### src/rtl/clock_pkg.sv
// Shared definitions for the time-of-day block: BCD digit limits and the
// state encoding of the time-set handshake.
package clock_pkg;

    localparam int DIGIT_W = 4;
    localparam logic [DIGIT_W-1:0] SEC_TENS_MAX = 4'd5;
    localparam logic [DIGIT_W-1:0] DIGIT_MAX    = 4'd9;

    typedef logic [2*DIGIT_W-1:0] bcd2_t;

    typedef enum logic [1:0] {
        IDLE,
        CHECK,
        ACK,
        WAIT_DROP
    } set_state_t;

    // True when both digits are decimal and the tens digit is within tens_max.
    function automatic logic bcd_digits_ok(input bcd2_t v, input logic [DIGIT_W-1:0] tens_max);
        return (v[2*DIGIT_W-1:DIGIT_W] <= tens_max) && (v[DIGIT_W-1:0] <= DIGIT_MAX);
    endfunction

endpackage

### src/rtl/time_of_day_counter_if.sv
// Time-set request/acknowledge bundle between the menu logic (master) and
// the time-of-day counter (slave).
interface time_of_day_counter_if import clock_pkg::*; ();

    logic  set_req;
    bcd2_t set_hh;
    bcd2_t set_mm;
    bcd2_t set_ss;
    logic  set_ack;
    logic  set_err;

    modport master (
        output set_req, set_hh, set_mm, set_ss,
        input  set_ack, set_err
    );

    modport slave (
        input  set_req, set_hh, set_mm, set_ss,
        output set_ack, set_err
    );

endinterface

### src/rtl/time_of_day_counter_sync.sv
// Synchroniser plus rising-edge detector for a slow asynchronous strobe;
// produces a single-cycle tick in the clk domain.
module tick_edge_sync #(
    parameter int SYNC_STAGES = 2
) (
    input  logic clk,
    input  logic rst,
    input  logic d,
    output logic tick
);

    logic [SYNC_STAGES-1:0] sync_p;
    logic                   hist_p;
    logic [SYNC_STAGES:0]   vld_p;

    // vld_p marks which flops hold real samples; the edge is only trusted once
    // the history flop does, so a strobe already high at reset release is ignored.
    always_ff @(posedge clk or negedge rst) begin
        if (!rst) begin
            sync_p <= '0;
            hist_p <= 1'b0;
            vld_p  <= '0;
        end else begin
            sync_p <= {sync_p[SYNC_STAGES-2:0], d};
            hist_p <= sync_p[SYNC_STAGES-1];
            vld_p  <= {vld_p[SYNC_STAGES-1:0], 1'b1};
        end
    end

    assign tick = sync_p[SYNC_STAGES-1] & ~hist_p & vld_p[SYNC_STAGES];

endmodule

### src/rtl/time_of_day_counter.sv
// BCD hh:mm:ss time-of-day counter advanced by the synchronised 1 Hz strobe,
// with a req/ack handshake to load a new time.
module time_of_day_counter import clock_pkg::*; #(
    parameter int SYNC_STAGES = 2,
    parameter int HOUR_LIMIT  = 23
) (
    input  logic                        clk,
    input  logic                        rst,
    input  logic                        tick_in,
    time_of_day_counter_if.slave        set_if,
    output bcd2_t                       hh,
    output bcd2_t                       mm,
    output bcd2_t                       ss,
    output logic                        sec_pulse,
    output logic                        min_pulse,
    output logic                        day_wrap
);

    localparam bcd2_t HH_LIMIT = {4'(HOUR_LIMIT / 10), 4'(HOUR_LIMIT % 10)};

    // Low 8 bits: next value; bit 8: the pair wrapped to 00.
    function automatic logic [8:0] bcd_step(input bcd2_t v, input logic [DIGIT_W-1:0] tens_max);
        logic [DIGIT_W-1:0] tens;
        logic [DIGIT_W-1:0] ones;
        tens = v[2*DIGIT_W-1:DIGIT_W];
        ones = v[DIGIT_W-1:0];
        if (ones != DIGIT_MAX) return {1'b0, tens, ones + 4'd1};
        if (tens != tens_max)  return {1'b0, tens + 4'd1, 4'd0};
        return {1'b1, 8'h00};
    endfunction

    function automatic logic [8:0] hour_step(input bcd2_t v);
        logic [DIGIT_W-1:0] tens;
        logic [DIGIT_W-1:0] ones;
        tens = v[2*DIGIT_W-1:DIGIT_W];
        ones = v[DIGIT_W-1:0];
        if (v == HH_LIMIT)     return {1'b1, 8'h00};
        if (ones != DIGIT_MAX) return {1'b0, tens, ones + 4'd1};
        return {1'b0, tens + 4'd1, 4'd0};
    endfunction

    logic       tick;
    set_state_t state, state_nxt;
    logic       capture_en, load_en, ack_nxt, err_nxt, set_valid;
    bcd2_t      cap_hh, cap_mm, cap_ss;
    bcd2_t      hh_nxt, mm_nxt, ss_nxt;
    logic       sec_nxt, min_nxt, day_nxt;
    logic [8:0] ss_step, mm_step, hh_step;

    tick_edge_sync #(.SYNC_STAGES(SYNC_STAGES)) u_tick_sync (
        .clk  (clk),
        .rst  (rst),
        .d    (tick_in),
        .tick (tick)
    );

    // Captured request values are plain data: only meaningful after capture_en.
    always_ff @(posedge clk) begin
        if (capture_en) begin
            cap_hh <= set_if.set_hh;
            cap_mm <= set_if.set_mm;
            cap_ss <= set_if.set_ss;
        end
    end

    assign set_valid = bcd_digits_ok(cap_ss, SEC_TENS_MAX) &&
                       bcd_digits_ok(cap_mm, SEC_TENS_MAX) &&
                       (cap_hh[DIGIT_W-1:0] <= DIGIT_MAX)  &&
                       (cap_hh <= HH_LIMIT);

    always_ff @(posedge clk or negedge rst) begin
        if (!rst) begin
            state          <= IDLE;
            set_if.set_ack <= 1'b0;
            set_if.set_err <= 1'b0;
        end else begin
            state          <= state_nxt;
            set_if.set_ack <= ack_nxt;
            set_if.set_err <= err_nxt;
        end
    end

    always_comb begin
        state_nxt  = state;
        capture_en = 1'b0;
        load_en    = 1'b0;
        ack_nxt    = 1'b0;
        err_nxt    = 1'b0;
        case (state)
            IDLE: begin
                if (set_if.set_req) begin
                    state_nxt  = CHECK;
                    capture_en = 1'b1;
                end
            end
            CHECK: begin
                state_nxt = ACK;
                ack_nxt   = 1'b1;
                err_nxt   = ~set_valid;
                load_en   = set_valid;
            end
            ACK:       state_nxt = WAIT_DROP;
            WAIT_DROP: if (!set_if.set_req) state_nxt = IDLE;
            default:   state_nxt = IDLE;
        endcase
    end

    // A load takes priority over a coincident tick, which is then lost.
    always_comb begin
        ss_step = bcd_step(ss, SEC_TENS_MAX);
        mm_step = bcd_step(mm, SEC_TENS_MAX);
        hh_step = hour_step(hh);
        hh_nxt  = hh;
        mm_nxt  = mm;
        ss_nxt  = ss;
        sec_nxt = 1'b0;
        min_nxt = 1'b0;
        day_nxt = 1'b0;
        if (load_en) begin
            hh_nxt = cap_hh;
            mm_nxt = cap_mm;
            ss_nxt = cap_ss;
        end else if (tick) begin
            sec_nxt = 1'b1;
            ss_nxt  = ss_step[7:0];
            if (ss_step[8]) begin
                min_nxt = 1'b1;
                mm_nxt  = mm_step[7:0];
                if (mm_step[8]) begin
                    hh_nxt  = hh_step[7:0];
                    day_nxt = hh_step[8];
                end
            end
        end
    end

    always_ff @(posedge clk or negedge rst) begin
        if (!rst) begin
            hh        <= 8'h00;
            mm        <= 8'h00;
            ss        <= 8'h00;
            sec_pulse <= 1'b0;
            min_pulse <= 1'b0;
            day_wrap  <= 1'b0;
        end else begin
            hh        <= hh_nxt;
            mm        <= mm_nxt;
            ss        <= ss_nxt;
            sec_pulse <= sec_nxt;
            min_pulse <= min_nxt;
            day_wrap  <= day_nxt;
        end
    end

endmodule

### src/flat_wrapper.sv
// flat-port wrapper written by rule: the top's interface ports become plain ports
module time_of_day_counter_flat import clock_pkg::*;
#(
    parameter int SYNC_STAGES = 2,
    parameter int HOUR_LIMIT  = 23
)
  (clk, rst, tick_in, hh, mm, ss, sec_pulse, min_pulse, day_wrap, set_if_set_req, set_if_set_hh, set_if_set_mm, set_if_set_ss, set_if_set_ack, set_if_set_err);
  time_of_day_counter_if set_if_i ();
  input  logic clk;
  input  logic rst;
  input  logic tick_in;
  output bcd2_t hh;
  output bcd2_t mm;
  output bcd2_t ss;
  output logic sec_pulse;
  output logic min_pulse;
  output logic day_wrap;
  input wire logic [$bits(set_if_i.set_req)-1:0] set_if_set_req;
  input wire logic [$bits(set_if_i.set_hh)-1:0] set_if_set_hh;
  input wire logic [$bits(set_if_i.set_mm)-1:0] set_if_set_mm;
  input wire logic [$bits(set_if_i.set_ss)-1:0] set_if_set_ss;
  output wire logic [$bits(set_if_i.set_ack)-1:0] set_if_set_ack;
  output wire logic [$bits(set_if_i.set_err)-1:0] set_if_set_err;
  assign set_if_i.set_req = set_if_set_req;
  assign set_if_i.set_hh = set_if_set_hh;
  assign set_if_i.set_mm = set_if_set_mm;
  assign set_if_i.set_ss = set_if_set_ss;
  assign set_if_set_ack = set_if_i.set_ack;
  assign set_if_set_err = set_if_i.set_err;
  time_of_day_counter #(.SYNC_STAGES(SYNC_STAGES), .HOUR_LIMIT(HOUR_LIMIT)) u_core (.clk(clk), .rst(rst), .tick_in(tick_in), .set_if(set_if_i), .hh(hh), .mm(mm), .ss(ss), .sec_pulse(sec_pulse), .min_pulse(min_pulse), .day_wrap(day_wrap));
endmodule
### config.mk
export PLATFORM = sky130hd
export DESIGN_NAME = time_of_day_counter_flat
export DESIGN_NICKNAME = d
export VERILOG_FILES = /design/src/rtl/clock_pkg.sv /design/src/rtl/time_of_day_counter_if.sv /design/src/rtl/time_of_day_counter_sync.sv /design/src/rtl/time_of_day_counter.sv /design/src/flat_wrapper.sv
export SDC_FILE = /design/constraint.sdc
export NUM_CORES = 1
export LEC_CHECK = 0
export BUFFER_PORTS_ARGS = -buffer_cell sky130_fd_sc_hd__buf_2
export CAP_MARGIN = 10
export CORE_ASPECT_RATIO = 1.4
export CORE_MARGIN = 2
export CORE_UTILIZATION = 51
export DETAILED_ROUTE_END_ITERATION = 8
export GPL_TIMING_DRIVEN = 0
export HOLD_SLACK_MARGIN = 0.03
export PLACE_DENSITY_LB_ADDON = 0.1
export RECOVER_POWER = 50
export SYNTH_ARGS = -nofsm -noshare
export SYNTH_HDL_FRONTEND = slang
export SYNTH_SLANG_ARGS = --single-unit
### constraint.sdc
create_clock -name clk -period 3.35 [get_ports clk]
set_input_delay 0.5025 -clock clk [delete_from_list [all_inputs] [get_ports clk]]
set_output_delay 0.5025 -clock clk [all_outputs]
set_load 0.02 [all_outputs]
[After elaboration in Yosys (flattened, before gate mapping)]
Index checks and enable logic that the tools add are counted.
Word-level totals
  input port bits: 28
  output and inout bits: 29
  bits in registers: 61
  word-level logic and storage cells: 104
Operators by class
  reductions and logical operators: 13
  add/subtract/negate cells: 6
  bitwise logic cells: 4
  order comparisons: 6
  multiplexer cells: 47
  eq/ne operators: 12
Operator list (number)
  9-bit two-way mux: 12
  8-bit two-way mux: 9
  4-bit by 1-bit adder with 4-bit output, second input constant: 6
  1-bit two-way mux: 23
  4-bit less-or-equal comparator, second input constant: 3
  4-bit inequality test, second input constant: 3
  8-bit by 6-bit == test with 1-bit output, second input constant: 1
  4-bit by 3-bit less-or-equal comparator with 1-bit output, second input constant: 2
  8-bit by 6-bit less-or-equal comparator with 1-bit output, second input constant: 1
  4-bit by 3-bit inequality test with 1-bit output, second input constant: 2
  2-bit one-hot mux with 4 select lines: 1
  2-bit nonzero test: 3
  1-bit logical AND: 5
  2-bit == test, second input constant: 2
  2-bit two-way mux: 2
  2-bit inequality test, second input constant: 2
  4-bit by 2-bit inequality test with 1-bit output, second input constant: 1
  2-bit AND reduction: 2
  4-bit AND reduction: 1
  3-bit AND reduction: 1
  1-bit AND: 2
  2-bit by 1-bit == test with 1-bit output, second input constant: 1
  2-bit logical NOT: 1
  1-bit NOT: 2

[Depth between registers and ports, before layout]
  depth after elaboration: 9
  gate-level depth with buffers: 8
  mapped depth without buffers: 7

[Hierarchy]
From an unflattened synthesis, not the netlist that was laid out.
Second synthesis, totals
  cell total of the unflattened synthesis: 249
  area total of the unflattened synthesis: 2920.3 µm²
By module, submodules not included
  time_of_day_counter: cells an instance 241, area an instance 2757.6 µm², sequential area each 1496.4 µm², instances 1
  tick_edge_sync: cells an instance 8, area an instance 162.7 µm², sequential area each 150.1 µm², instances 1

[Worst setup path after synthesis]
No wires, ideal clock.
  path type: register to register
  from: register u_core.ss[4]
  to: register u_core.hh[3]
  clock period less this slack: 2.354 ns
  arrival time: 2.272 ns
  buffers on the path: 1
  stages on the path, launching flop included: 8
  path slack: 0.996 ns
  path through: dfrtp_1 > ha_1 > nand3b_1 > or4_1 > buf_2 > or4_1 > a21o_1 > a31oi_2
On the way
  word-level cells in the longest chain between the ends: 7
  elaborated cells between the ends (all ways): 8
  those cells by class: 1 x eq/ne; 5 x mux; 2 x reduce/logical
RTL lines
  start: declaration: line time_of_day_counter.sv:13  | output bcd2_t ss,
  start signal: assignment: line time_of_day_counter.sv:148  | ss <= ss_nxt;
  4-bit by 3-bit inequality test with 1-bit output *: line time_of_day_counter.sv:28  | if (tens != tens_max) return {1'b0, tens + 4'd1, 4'd0};
  1-bit two-way mux (2 in a row): line time_of_day_counter.sv:28
  9-bit two-way mux *: line time_of_day_counter.sv:29  | return {1'b1, 8'h00};
  9-bit two-way mux *: line time_of_day_counter.sv:28
  2-bit nonzero test (no line) *
  3-bit AND reduction (no line) *
  end signal: assignment: line time_of_day_counter.sv:146  | hh <= hh_nxt;
  end: declaration: line time_of_day_counter.sv:11  | output bcd2_t hh,
Every way passes the cells marked *; elsewhere a longest branch is shown, timed or not. The select of a mux whose other input is x is not followed.
A chain may end at the register's enable or synchronous reset.

[Final worst setup path]
  from: register u_core.hh[4]
  to: register u_core.hh[7]
On the way
  word-level cells in the longest chain between the ends: 7
  elaborated cells between the ends (all ways): 11
  those cells by class: 1 x add/sub; 2 x eq/ne; 7 x mux; 1 x reduce/logical
RTL lines
  4-bit by 1-bit adder with 4-bit output / 8-bit by 6-bit == test with 1-bit output (equally long branches): line time_of_day_counter.sv:39, time_of_day_counter.sv:37
  9-bit two-way mux / 1-bit two-way mux (equally long branches): line time_of_day_counter.sv:39, time_of_day_counter.sv:37
  9-bit two-way mux: line time_of_day_counter.sv:38  | if (ones != DIGIT_MAX) return {1'b0, tens, ones + 4'd1};
  8-bit two-way mux: line time_of_day_counter.sv:129  | if (mm_step[8]) begin
  8-bit two-way mux: line time_of_day_counter.sv:126  | if (ss_step[8]) begin
  8-bit two-way mux: line time_of_day_counter.sv:123  | end else if (tick) begin
  8-bit two-way mux: line time_of_day_counter.sv:119  | if (load_en) begin
Parallel ways exist; a longest one is shown, timed or not. The select of a mux whose other input is x is not followed.

==> summary.md <==
| Metric | Value |
|---|---|
| Num CTS Buffers | `9` |
| CP max FO | `5` |
| Layout cell share with drive strength beyond 1 | `approximately 23%` |
| Clk sink count | `just over 60` |
| Post-synth ARST share | `between 60% and 70%` |
| Synth area leaders | `dfrtp_1 (34%), edfxtp_1 (26%), ha_1 (5.9%), nor2_1 (3.6%), o21ai_0 (2.9%)` |
| Final Worst Setup Slack | `~0.87 ns` |
| # rows | `31` |
| Yosys top cell by area | `dfrtp_1` |
| Antenna viol nets, final | `0` |
| Hold crit path type | `input port to flop` |
| Worst vdd ir | `approximately 0.40 mV` |
| Core footprint | `5197 um2` |
| Type of origin of the critical path | `flop` |
| Synth cell types | `44` |
| CTS tree | `yes` |
| Least-Margin Pin Slew | `between 2 and 2.5 ns` |
| Setup CP Type | `flop to flop` |
| Flops & latches, synth | `61` |
| Unrepaired setup endpoints after global routing | `no` |
| Clk pin slew, worst setup/hold paths | `around 0.070 ns` |
| Pwr per Cell Area | `approximately 700 nW/um2` |
| Mapped Nets | `approximately 280` |
| Worst Path Required | `~3.6 ns` |
| Cts repair resizes | `0` |
| Vias in the first global route | `2023` |
| CP delay by family, top | `simple AND/OR/NAND/NOR gates` |
| Gpl congestion | `0.8048` |
| Vias per cell | `between 5 and 6` |
| DP Worst Slack | `between 0.9 and 1 ns` |
| Levels on crit path | `7` |
| Congestion Overflow GR | `0` |
| CP max-delay cell | `or4b_2` |
| Largest net degree at the start of global routing | `38` |
| Top cell type's share of synthesized area | `around a third` |
| Post-CTS setup buffer count | `0` |
| Layout fillers | `roughly 450` |
| Die height | `~90 um` |
| Initial core utilization | `between 50% and 60%` |
| Initial drt markers | `between 100 and 150` |
| Worst path bufs/invs | `1` |
| Max Cap Viol | `1` |
| Drt total wl | `between 5 and 6 mm` |
| R2R depth | `7` |
| Max-slew headroom | `-34.60%` |
| IO Pins | `57` |
| First-pass GRT wire length | `approximately 9.6 mm` |
| YS warnings | `0` |
| DRT Pass-1 Iters | `4` |
| DRC viols | `0` |
| Clock Path Buffers | `2` |
| Via count | `between 2000 and 2500` |
| Critical Path Sink Type | `flop` |
| Die area | `approximately 6000 um2` |
| Area grow syn2layout | `20.07%` |
| Status | `finished with violations` |
| Setup tns final | `0 ns` |
| Hold_buf cts | `0` |
| Clk_lat worst skew | `0.34 ns` |
| IO Port Bufs | `56` |
| Predominant post-synthesis flop cell | `dfrtp_1` |
| Slew Limit Fails | `38` |
| Inserted Diodes | `0` |
| Post-Syn Area | `approximately 2700 um2` |
| Avg Inst Size Synth | `approximately 11 um2` |
| Leak Pwr | `1.447 nW` |
| Crit path cell chain | `inv_1 > ha_1 > or4b_2 > o21ai_0 > nand3_1 > and2_1 > a32o_1` |
| Initial antenna violation count | `0` |
| H-Tree Depth | `3` |
| Routed length per instance | `~15 um` |
| Post-DP HPWL | `between 3 and 4 mm` |
| CP peak stage delay | `0.60 ns` |
| Final #Nets | `350` |
| Final setup violation count | `0` |
| Hold Fails Final Rpt | `0` |
| WP data arrival | `roughly 2.7 ns` |
| Crit path time final | `between 2 and 2.5 ns` |
| Register area share after synthesis | `59.90%` |
| Clock skew | `around 0.011 ns` |
| Die Width | `66.05 um` |
| Root Driver | `clkbuf_8` |
| Failing checks | `capacitance limit, slew limit` |
| Synth Instances | `roughly 240` |
| Achievable Freq | `403.2 MHz` |
| GRT Total Usage | `between 20 and 25%` |
| EDFF count, synth | `24` |
| Fin crit share | `74.03%` |
| Hold depth | `1` |
[state kept, by name, indices dropped and copies added (netlist names)]
register,flops
u_core.cap_hh,8
u_core.cap_mm,8
u_core.cap_ss,8
u_core.hh,8
u_core.mm,8
u_core.ss,8
u_core.u_tick_sync.vld_p,3
u_core.state,2
u_core.u_tick_sync.sync_p,2
u_core.day_wrap,1
u_core.min_pulse,1
u_core.sec_pulse,1
u_core.set_if.set_ack,1
u_core.set_if.set_err,1
u_core.u_tick_sync.hist_p,1
[synthesized netlist by cell type, drive strengths merged, types with 4 or more instances]
cell / count
dfrtp: 37
nand2: 18
edfxtp: 24
nor2: 26
a21oi: 12
ha: 13
clkbuf: 6
inv: 7
nor2b: 4
a31oi: 13
and3: 4
or3: 7
o21ai: 16
nand3b: 4
nand3: 10
[logic make-up (layout without fill, tap and decap cells)]
family | after synthesis | in the layout | share of synthesized area, %
AOI/OAI and AO/OA | 50 | 50 | 10.92
buffers and inverters | 14 | 86 | 1.957
DFF | 61 | 61 | 59.90
muxes | 1 | 1 | 0.3641
adders and majority gates | 13 | 13 | 5.917
and+or+nand+nor | 98 | 98 | 19.53
other | 1 | 1 | 0.1364
xor gates and xnor gates | 4 | 4 | 1.275
[layer usage]
metal / up-vias / track usage, % / share of wire (%)
li1: 1014 / - / -
met1: 982 / 27.88 / 44
met2: 59 / 33.59 / 48
met3: 10 / 6.983 / 6.1
met4: 0 / 8.333 / 1.8
met5: - / 0 / 0
[placed cells by master, fill, tap and decap left out, drive strengths merged, types with 7 or more instances in the layout]
master	synthesis	final
nand3	10	10
o21ai	16	16
a31oi	13	13
or3	7	7
nand2	18	18
edfxtp	24	24
ha	13	13
clkbuf	6	22
buf	1	52
nor2	26	26
inv	7	7
a21oi	12	12
dfrtp	37	37
[final timing paths]
path | start | end | slack, ns
min in group asynchronous | rst | u_core.hh[5]$_DFFE_PN0P_ | 0.73
max reg2reg | u_core.hh[4]$_DFFE_PN0P_ | u_core.hh[7]$_DFFE_PN0P_ | 0.87
min reg2reg | u_core.u_tick_sync.sync_p[0]$_DFF_PN0_ | u_core.u_tick_sync.sync_p[1]$_DFF_PN0_ | 0.35
min | tick_in | u_core.u_tick_sync.sync_p[0]$_DFF_PN0_ | 0.27
max | u_core.hh[4]$_DFFE_PN0P_ | u_core.hh[7]$_DFFE_PN0P_ | 0.87
max in group asynchronous | rst | u_core.set_if.set_err$_DFF_PN0_ | 1.46
[power breakdown]
part           total (W)  internal, W  switching, W
Combinational   0.000568     0.000221      0.000348
Sequential       0.00112     0.000958      0.000159
Clock           0.000618     0.000330      0.000288
[metrics by stage]
stage                     hold slack (ns)  cell area [um2]  total power, W  instances  util (%)
final                              0.2686             3301        0.002303        380     63.51
after floorplan                    0.2069             2749        0.001490        242         -
after global routing               0.2593             3301        0.002460        380     63.51
after CTS                          0.2581             3307        0.002328        380     63.63
after global placement             0.3316             3112        0.001691        364     59.87
after detailed placement           0.3347             3112        0.001706        364     59.87
[area by class of cell]
class / count / area, um2 / area share [%]
clock buffer: 11 / 162.7 / 4.928
timing repair buffer: 56 / 274.0 / 8.302
multi-input combinational: 167 / 1049 / 31.77
tap: 66 / 82.58 / 2.502
clock inverter: 5 / 32.53 / 0.9856
inverter: 7 / 26.28 / 0.7961
sequential: 61 / 1647 / 49.89
buffer: 7 / 27.53 / 0.8340
(Power assumes the default switching activity.)
